**src/rtl/hilo_unit.sv**
```systemverilog
// HI/LO register stage wrapped around an external combinational multiplier.
// Optional macro HILO_BYPASS_EN forwards the multiplier result to rdata in the completion cycle.
module hilo_unit #(
  parameter int WIDTH   = 32,
  parameter int LATENCY = 2
) (
  input  logic             clk,
  input  logic             resetn,
  input  logic             start,
  input  logic             op,
  input  logic [WIDTH-1:0] opA,
  input  logic [WIDTH-1:0] opB,
  output logic [WIDTH-1:0] mul_opA,
  output logic [WIDTH-1:0] mul_opB,
  output logic             mul_op,
  input  logic [WIDTH-1:0] mul_hi,
  input  logic [WIDTH-1:0] mul_lo,
  input  logic             mthi,
  input  logic             mtlo,
  input  logic [WIDTH-1:0] wdata,
  input  logic             rd_en,
  input  logic             rd_sel,
  output logic [WIDTH-1:0] rdata,
  output logic             busy,
  output logic             done,
  output logic             stall
);

  localparam logic [0:0] S_IDLE = 1'b0;
  localparam logic [0:0] S_BUSY = 1'b1;
  localparam logic [3:0] LAT    = 4'(LATENCY);

  logic [0:0]       r_state;
  logic [3:0]       r_count;
  logic [WIDTH-1:0] r_hi;
  logic [WIDTH-1:0] r_lo;
  logic [WIDTH-1:0] r_opa;
  logic [WIDTH-1:0] r_opb;
  logic             r_op;
  logic             r_done;

  logic w_busy;
  logic w_last;

  assign w_busy = (r_state == S_BUSY);
  // Completion cycle: the capture edge closes this cycle.
  assign w_last = w_busy && (r_count == 4'd1);

  // NOTE: reset is sampled on the clock edge only, so it lives inside the
  // clocked block rather than in the sensitivity list.
  always_ff @(posedge clk) begin
    if (!resetn) begin
      r_state <= S_IDLE;
      r_count <= 4'd0;
      r_hi    <= '0;
      r_lo    <= '0;
      r_opa   <= '0;
      r_opb   <= '0;
      r_op    <= 1'b0;
      r_done  <= 1'b0;
    end else begin
      // NOTE: non-blocking assignments keep every register reading the
      // pre-edge value of the others, independent of statement order.
      r_done <= 1'b0;
      case (r_state)
        S_IDLE: begin
          if (mthi) r_hi <= wdata;
          if (mtlo) r_lo <= wdata;
          if (start) begin
            r_opa   <= opA;
            r_opb   <= opB;
            r_op    <= op;
            r_count <= LAT;
            r_state <= S_BUSY;
          end
        end
        default: begin
          r_count <= r_count - 4'd1;
          if (r_count == 4'd1) begin
            r_hi    <= mul_hi;
            r_lo    <= mul_lo;
            r_state <= S_IDLE;
            r_done  <= 1'b1;
          end
        end
      endcase
    end
  end

  assign mul_opA = r_opa;
  assign mul_opB = r_opb;
  assign mul_op  = r_op;
  assign busy    = w_busy;
  assign done    = r_done;

`ifdef HILO_BYPASS_EN
  always_comb begin
    if (w_last) rdata = rd_sel ? mul_hi : mul_lo;
    else        rdata = rd_sel ? r_hi : r_lo;
  end

  assign stall = w_busy & (start | mthi | mtlo | (rd_en & ~w_last));
`else
  always_comb begin
    rdata = rd_sel ? r_hi : r_lo;
  end

  assign stall = w_busy & (start | rd_en | mthi | mtlo);
`endif

endmodule

```
**config.mk**
```make
export PLATFORM = sky130hd
export DESIGN_NAME = hilo_unit
export DESIGN_NICKNAME = d
export VERILOG_FILES = /design/src/rtl/hilo_unit.sv
export SDC_FILE = /design/constraint.sdc
export NUM_CORES = 1
export LEC_CHECK = 0
export ABC_AREA = 0
export BUFFER_PORTS_ARGS = -buffer_cell sky130_fd_sc_hd__buf_4
export CORE_MARGIN = 2
export CORE_UTILIZATION = 51
export CTS_CLUSTER_SIZE = 25
export DETAILED_ROUTE_END_ITERATION = 10
export GPL_TIMING_DRIVEN = 0
export HOLD_SLACK_MARGIN = 0.02
export PLACE_DENSITY = 0.89
export SLEW_MARGIN = 20
export SYNTH_ARGS = -nofsm -noshare
export SYNTH_HDL_FRONTEND = slang
export SYNTH_SLANG_ARGS = --single-unit
```
**constraint.sdc**
```tcl
create_clock -name clk -period 3.55 [get_ports clk]
set_input_delay 0.1775 -clock clk [delete_from_list [all_inputs] [get_ports clk]]
set_output_delay 0.1775 -clock clk [all_outputs]
set_load 0.005 [all_outputs]
```
==> results of run 1 <==
path summary, 6_finish.rpt:
| check | cells after the start | slack, ns | end | start |
|---|---|---|---|---|
| max | 8 | 1.68 | r_lo[29] | r_count[1] |
| min | 3 | 0.03 | mul_opB[30] | opB[30] |
| min reg2reg | 2 | 0.46 | mul_opA[30] | mul_opA[30] |
| max reg2reg | 8 | 1.68 | r_lo[29] | r_count[1] |
registers in the layout (all words and copies together) (netlist names):
register  cells
mul_opA      32
done          1
mul_opB      32
r_hi         32
r_count       4
r_lo         32
mul_op        1
busy          1
power breakdown:
group | switching, mW | internal [mW] | leakage, nW
registers | 0.0644 | 1.63 | 1.11
logic | 0.350 | 0.447 | 3.24
clock network | 0.696 | 1.06 | 0.278
synthesized netlist by cell type (all sizes together), types with 2 or more instances:
cell / instances
dfxtp: 135
nand2: 131
o21ai: 67
a21boi: 66
mux2i: 65
o211a: 64
clkbuf: 34
mux2: 32
buf: 29
nor2b: 5
ha: 2
inv: 2
nor2: 2
or2: 2
layout make-up:
type,count,area [sq um]
Buffer,63,322.8
Timing Repair Buffer,298,2320
Fill cell,791,2653
Clock inverter,12,140.1
Inverter,2,7.507
Clock buffer,20,446.7
Multi-Input combinational cell,446,3136
Tap cell,147,183.9
Sequential cell,135,2703
tightest hold or removal path, delay by kind of cell:
family	cells	cell delay, ns
AND/OR/NAND/NOR	1	0.04
AO/OA/AOI/OAI	1	0.07
buffers and inverters	1	0.10
metal layers:
| metal | part of all wire (%) | track usage [%] | vias up |
|---|---|---|---|
| met5 | 0 | 0 | - |
| met3 | 7.5 | 7.598 | 51 |
| met4 | 2.9 | 12.60 | 0 |
| li1 | - | - | 2917 |
| met2 | 50 | 54.05 | 281 |
| met1 | 39 | 32.92 | 2933 |
cell families (layout without fill, tap and decap cells):
| family | after synthesis | after routing | share of synthesized area [%] |
|---|---|---|---|
| flip-flops | 135 | 135 | 43.81 |
| multiplexers | 97 | 97 | 16.39 |
| adder cells (fa/ha/maj) | 2 | 2 | 0.4056 |
| AND/OR/NAND/NOR | 147 | 147 | 9.757 |
| AO/OA/AOI/OAI | 200 | 200 | 24.28 |
| buffers and inverters | 65 | 395 | 5.355 |
per-stage QoR:
stage	std cells	hold WS, ns	utilization, %	cell area (sq um)
2_1_floorplan	646	0.3224	-	6168
3_3_place_gp	1058	0.4390	70.03	8342
6_report	1123	0.02733	77.73	9259
4_1_cts	1123	0.02031	77.73	9259
3_5_place_dp	1058	0.4446	70.03	8342
5_1_grt	1123	0.02503	77.73	9259
==> impl_results.md, run 1 <==
* Status: completed
* Yosys warning count at 0
* Max Slew Vio Count at 0
* WL final at about 20 mm
* Synth unique cells at 27
* CP Cell Sequence: inv_1 -> ha_1 -> and4bb_4 -> buf_6 -> or2_1 -> buf_6 -> buf_6 -> o211a_1
* First-pass GRT wire length at slightly above 30 mm
* Total grt overflow at 0
* CP Class: reg2reg
* Final setup viols at 0
* Final hold viol count at 0
* CTS Buf Count at 17
* Cts hold-fix bufs at 33
* Syn nets at 816
* Lkg Pwr at around 4.6 nW
* Post-synth top area share at around 44%
* Delay of the slowest cell on the worst path at ~0.37 ns
* Sequential cell area fraction in the yosys report at a little over two fifths
* Post-Route Skew at 0.01105 ns
* Ys flop type: dfxtp_1
* Clock sink count at between 100 and 150
* WL/cell at 17.86 um
* Main area contributors after synthesis: dfxtp_1 44%, mux2i_1 11%, o211a_1 10%, a21boi_0 8.0%, nand2_1 8.0%
* DIE AREA at around 0.013 sq mm
* Critical Path Start Type: flop
* CTS tree: done
* Clock transition at the registers of the reported paths at 0.06 ns
* CP Max Fanout at 10
* Worst path buffer plus inverter count at 4
* Synth Area per Inst at ~9.5 sq um
* Nets at ~1100
* Via count at just over 6000
* Post-CTS setup buffers at 0
* Worst slack at placement at ~1.7 ns
* GRT Util Overall at 29.79%
* Number of I/O pins at 268
* Initial drt markers at between 400 and 500
* Max_slew headroom at 58.03%
* Slowest-stage cell, CP: dfxtp_1
* Hpwl dp at between 10 and 15 mm
* Drt drc at 0
* Critical Path Sink Type: flop
* Ant. Diodes at 0
* Period minus WS final at between 1.5 and 2 ns
* Final setup margin at 1.680 ns
* Required @ worst endpoint at about 3.9 ns
* Critical path's top delay family: buffers and inverters
* Peak VDD IR at about 230 uV
* Most frequent cell on the critical path: buf_6
* Die H at 114.0 um
* Clock root buffer: clkbuf_16
* Worst-Margin Slew at about 0.63 ns
* Post-cts sizing count at 0
* Area delta synth->final at 50.10%
* TNS Setup at 0 ns
* DIE WIDTH at 114.0 um
* Max Freq at around 530 MHz
* Post-Syn Area at 0.006168 sq mm
* RSZ-0062 raised after global routing: false
* Initial antenna violation count at 0
* Power Density at approximately 460 mW/mm^2
* Pwr Total at 4.256 mW
* HP Class: in2reg
* Commonest non-fill, non-tap cell in the layout: buf_4
* DRT antenna net count at 0
* Max Root-Sink Buffers at 2
* Pin count of the biggest net entering global routing at 17
* Initial Util at 51.79%
* Post-synth ARST share at 0%
* Vias in the first global route at roughly 6300
* DRT Pass-1 Iters at 7
* Via-to-Cell Ratio at about 5.5
* Commonest non-fill, non-tap cells in the layout: 265 x buf_4, 135 x dfxtp_1, 131 x nand2_1
* Clk Latency, worst-skew pair at around 0.42 ns
* H-Tree Depth at 4
* Cell taking the most area after synthesis: dfxtp_1
* Core box area at approximately 0.012 sq mm
* Share of layout cells above drive strength 1 at approximately 36%
* Flops & latches, synth at around 140
* Max-cap viol count at 0
* CP Data Arrival Time at 2.17 ns
* Final worst-path cycle share at between 50% and 60%
* Post-Syn Instances at around 650
* GPL Wtd Cong at roughly 0.83
* EDFF count, synth at 0
* Rows at 40
* Port bufs at around 270
(Power assumes the default switching activity.)
==> run 2, diff against run 1 <==
--- a/config.mk
+++ b/config.mk
@@ -8,12 +8,12 @@
 export ABC_AREA = 0
 export BUFFER_PORTS_ARGS = -buffer_cell sky130_fd_sc_hd__buf_4
 export CORE_MARGIN = 2
-export CORE_UTILIZATION = 51
+export CORE_UTILIZATION = 43
 export CTS_CLUSTER_SIZE = 25
 export DETAILED_ROUTE_END_ITERATION = 10
 export GPL_TIMING_DRIVEN = 0
 export HOLD_SLACK_MARGIN = 0.02
-export PLACE_DENSITY = 0.89
+export PLACE_DENSITY = 0.8
 export SLEW_MARGIN = 20
 export SYNTH_ARGS = -nofsm -noshare
 export SYNTH_HDL_FRONTEND = slang
==> constraint.sdc (replaced) <==
create_clock -name clk -period 1.6 [get_ports clk]
set_input_delay 0.08 -clock clk [delete_from_list [all_inputs] [get_ports clk]]
set_output_delay 0.08 -clock clk [all_outputs]
set_load 0.005 [all_outputs]
==> run 2 against run 1 <==
  * The run now ends with setup timing left
  * Via count up 3.5%
  * Routed wire length increased by 9.7%
  * Total power grew 140%
  * First-iteration DRC count down 17%
  * Hold slack better by 0.0024 ns
  * Critical path depth unchanged
  * Sequential share of layout area decreased by 2.6 points
  * Critical path type unchanged
  * Critical endpoint is now r_hi[30]
  * Largest cell class is now buffers
==> impl_results.md, run 2 (synthesis gave the netlist of run 1 again) <==
* GPL Wtd Cong at 0.8214
* Critical Path Sink Type: flop
* Lkg Pwr at 5.064 nW
* H-Tree Depth at 4
* Final worst-path cycle share at 105.3%
* Critical Path Start Type: flop
* Area delta synth->final at 65.05%
* Vias in the first global route at about 6400
* CTS Buf Count at 17
* Total grt overflow at 0
* Placed insts at approximately 1100
* Peak VDD IR at 727.4 uV
* Clock transition at the registers of the reported paths at around 0.06 ns
* Ant. Diodes at 0
* GRT Util Overall at ~28%
* Status: finished with violations
* Pwr Total at between 10 and 15 mW
* Finished Layout Cells at approximately 1200
* Fill count at 974
* Initial antenna violation count at 0
* DRT antenna net count at 0
* Power Density at 1013 mW/mm^2
* HP Class: in2reg
* Rows at 43
* Final setup margin at -0.08455 ns
* Initial Util at 44.27%
* TNS Setup at -3.610 ns
* Pin count of the biggest net entering global routing at 17
* CTS tree: done
* Max Freq at between 500 and 600 MHz
* Hpwl dp at ~14 mm
* DRT Pass-1 Iters at 4
* Initial drt markers at approximately 380
* Delay of the slowest cell on the worst path at 0.33 ns
* CP Max Fanout at 7
* Max-cap viol count at 0
* Max Slew Vio Count at 0
* Final setup viols at 62
* Die H at around 120 um
* Commonest non-fill, non-tap cell in the layout: buf_4
* WL/cell at approximately 18 um
* Clock root buffer: clkbuf_16
* CP Class: reg2reg
* Drt drc at 0
* Most frequent cell on the critical path: buf_6
* Max_slew headroom at between 50% and 60%
* Max Root-Sink Buffers at 2
* Number of I/O pins at 268
* Slowest-stage cell, CP: dfxtp_2
* Nets at between 1000 and 1500
* Violated checks: setup timing
* Required @ worst endpoint at 1.90 ns
* First-pass GRT wire length at ~32 mm
* Port bufs at 265
* Share of layout cells above drive strength 1 at a little under two fifths
* Period minus WS final at between 1.5 and 2 ns
* Via-to-Cell Ratio at approximately 5.2
* CP Cell Sequence: inv_2 -> ha_4 -> and4bb_4 -> buf_6 -> or2_1 -> buf_6 -> clkbuf_16 -> o211a_1
* Via count at ~6400
* RSZ-0062 raised after global routing: true
* CP Data Arrival Time at ~2.0 ns
* Post-Route Skew at ~0.0052 ns
* Clock sink count at ~140
* DIE WIDTH at around 120 um
* WL final at roughly 22 mm
* Clk Latency, worst-skew pair at between 0.4 and 0.5 ns
* Commonest non-fill, non-tap cells in the layout: 279 x buf_4, 133 x dfxtp_1, 131 x nand2_1
* DIE AREA at about 0.015 sq mm
* Worst-Margin Slew at about 0.65 ns
* Core box area at ~0.014 sq mm
* Final hold viol count at 0
==> run 2: changes by cell type in the layout (fill, tap and decap cells not counted), sizes merged <==
cell / delta
inv: -4
buf: +10
bufinv: +4
clkbuf: +4
clkinvlp: -2
clkinv: +2
dlygate4sd3: +49
==> run 2: critical path, delay by kind of cell (launching register included) <==
| kind | cells | cell delay (ns) |
|---|---|---|
| compound gates | 1 | 0.21 |
| fa+ha+maj | 1 | 0.14 |
| buf+inv | 4 | 0.49 |
| flops | 1 | 0.33 |
| simple gates | 2 | 0.41 |
==> run 2: power by group <==
group | switching (mW) | internal (mW)
sequential | 0.144 | 3.63
clock | 1.49 | 3.05
combinational | 0.836 | 1.16
==> run 2: final timing paths <==
kind	start	endpoint	slack (ns)	cells after the start
worst max-delay path	r_count[1]	r_hi[30]	-0.08	8
worst min-delay path	mul_hi[12]	r_hi[12]	0.03	4
worst max register to register	r_count[1]	r_hi[30]	-0.08	8
worst min register to register	mul_opA[11]	mul_opA[11]	0.46	2
==> run 2: per-stage QoR <==
step | setup slack [ns] | util (%) | hold slack, ns | cell area (sq um)
2_1_floorplan | 0.005331 | - | 0.2249 | 6172
3_3_place_gp | -0.2081 | 60.19 | 0.3435 | 8387
3_5_place_dp | -0.2352 | 60.19 | 0.3477 | 8387
4_1_cts | -0.04591 | 72.23 | 0.02049 | 10060
5_1_grt | -0.1278 | 73.06 | 0.02865 | 10180
6_report | -0.08455 | 73.06 | 0.02975 | 10180
==> run 2: final cells by class <==
class	count	area, sq um	area share [%]
inverter	2	7.507	0.07374
clock buffer	20	466.7	4.584
clock inverter	12	220.2	2.163
tap	180	225.2	2.212
timing repair buffer	362	2982	29.29
multi-input combinational	446	3157	31.01
sequential	135	2708	26.59
buffer	62	415.4	4.080
==> run 2: what timing repair did <==
| item | CTS | global route |
|---|---|---|
| pin swaps | 0 | 1 |
| hold buffers | 82 | 0 |
| gates cloned | 1 | 2 |
| setup buffers | 9 | 3 |
| setup endpoints to repair | 66 | 99 |
| resized for setup | 31 | 33 |
| endpoints found under the hold margin | 77 | 0 |
==> run 2: routing by layer <==
layer	up-vias	track usage [%]	share of wire (%)
met5	-	0	0
met4	0	10.72	2.4
met3	46	7.463	7.7
met2	291	51.10	51
met1	3024	29.86	39
li1	3035	-	-
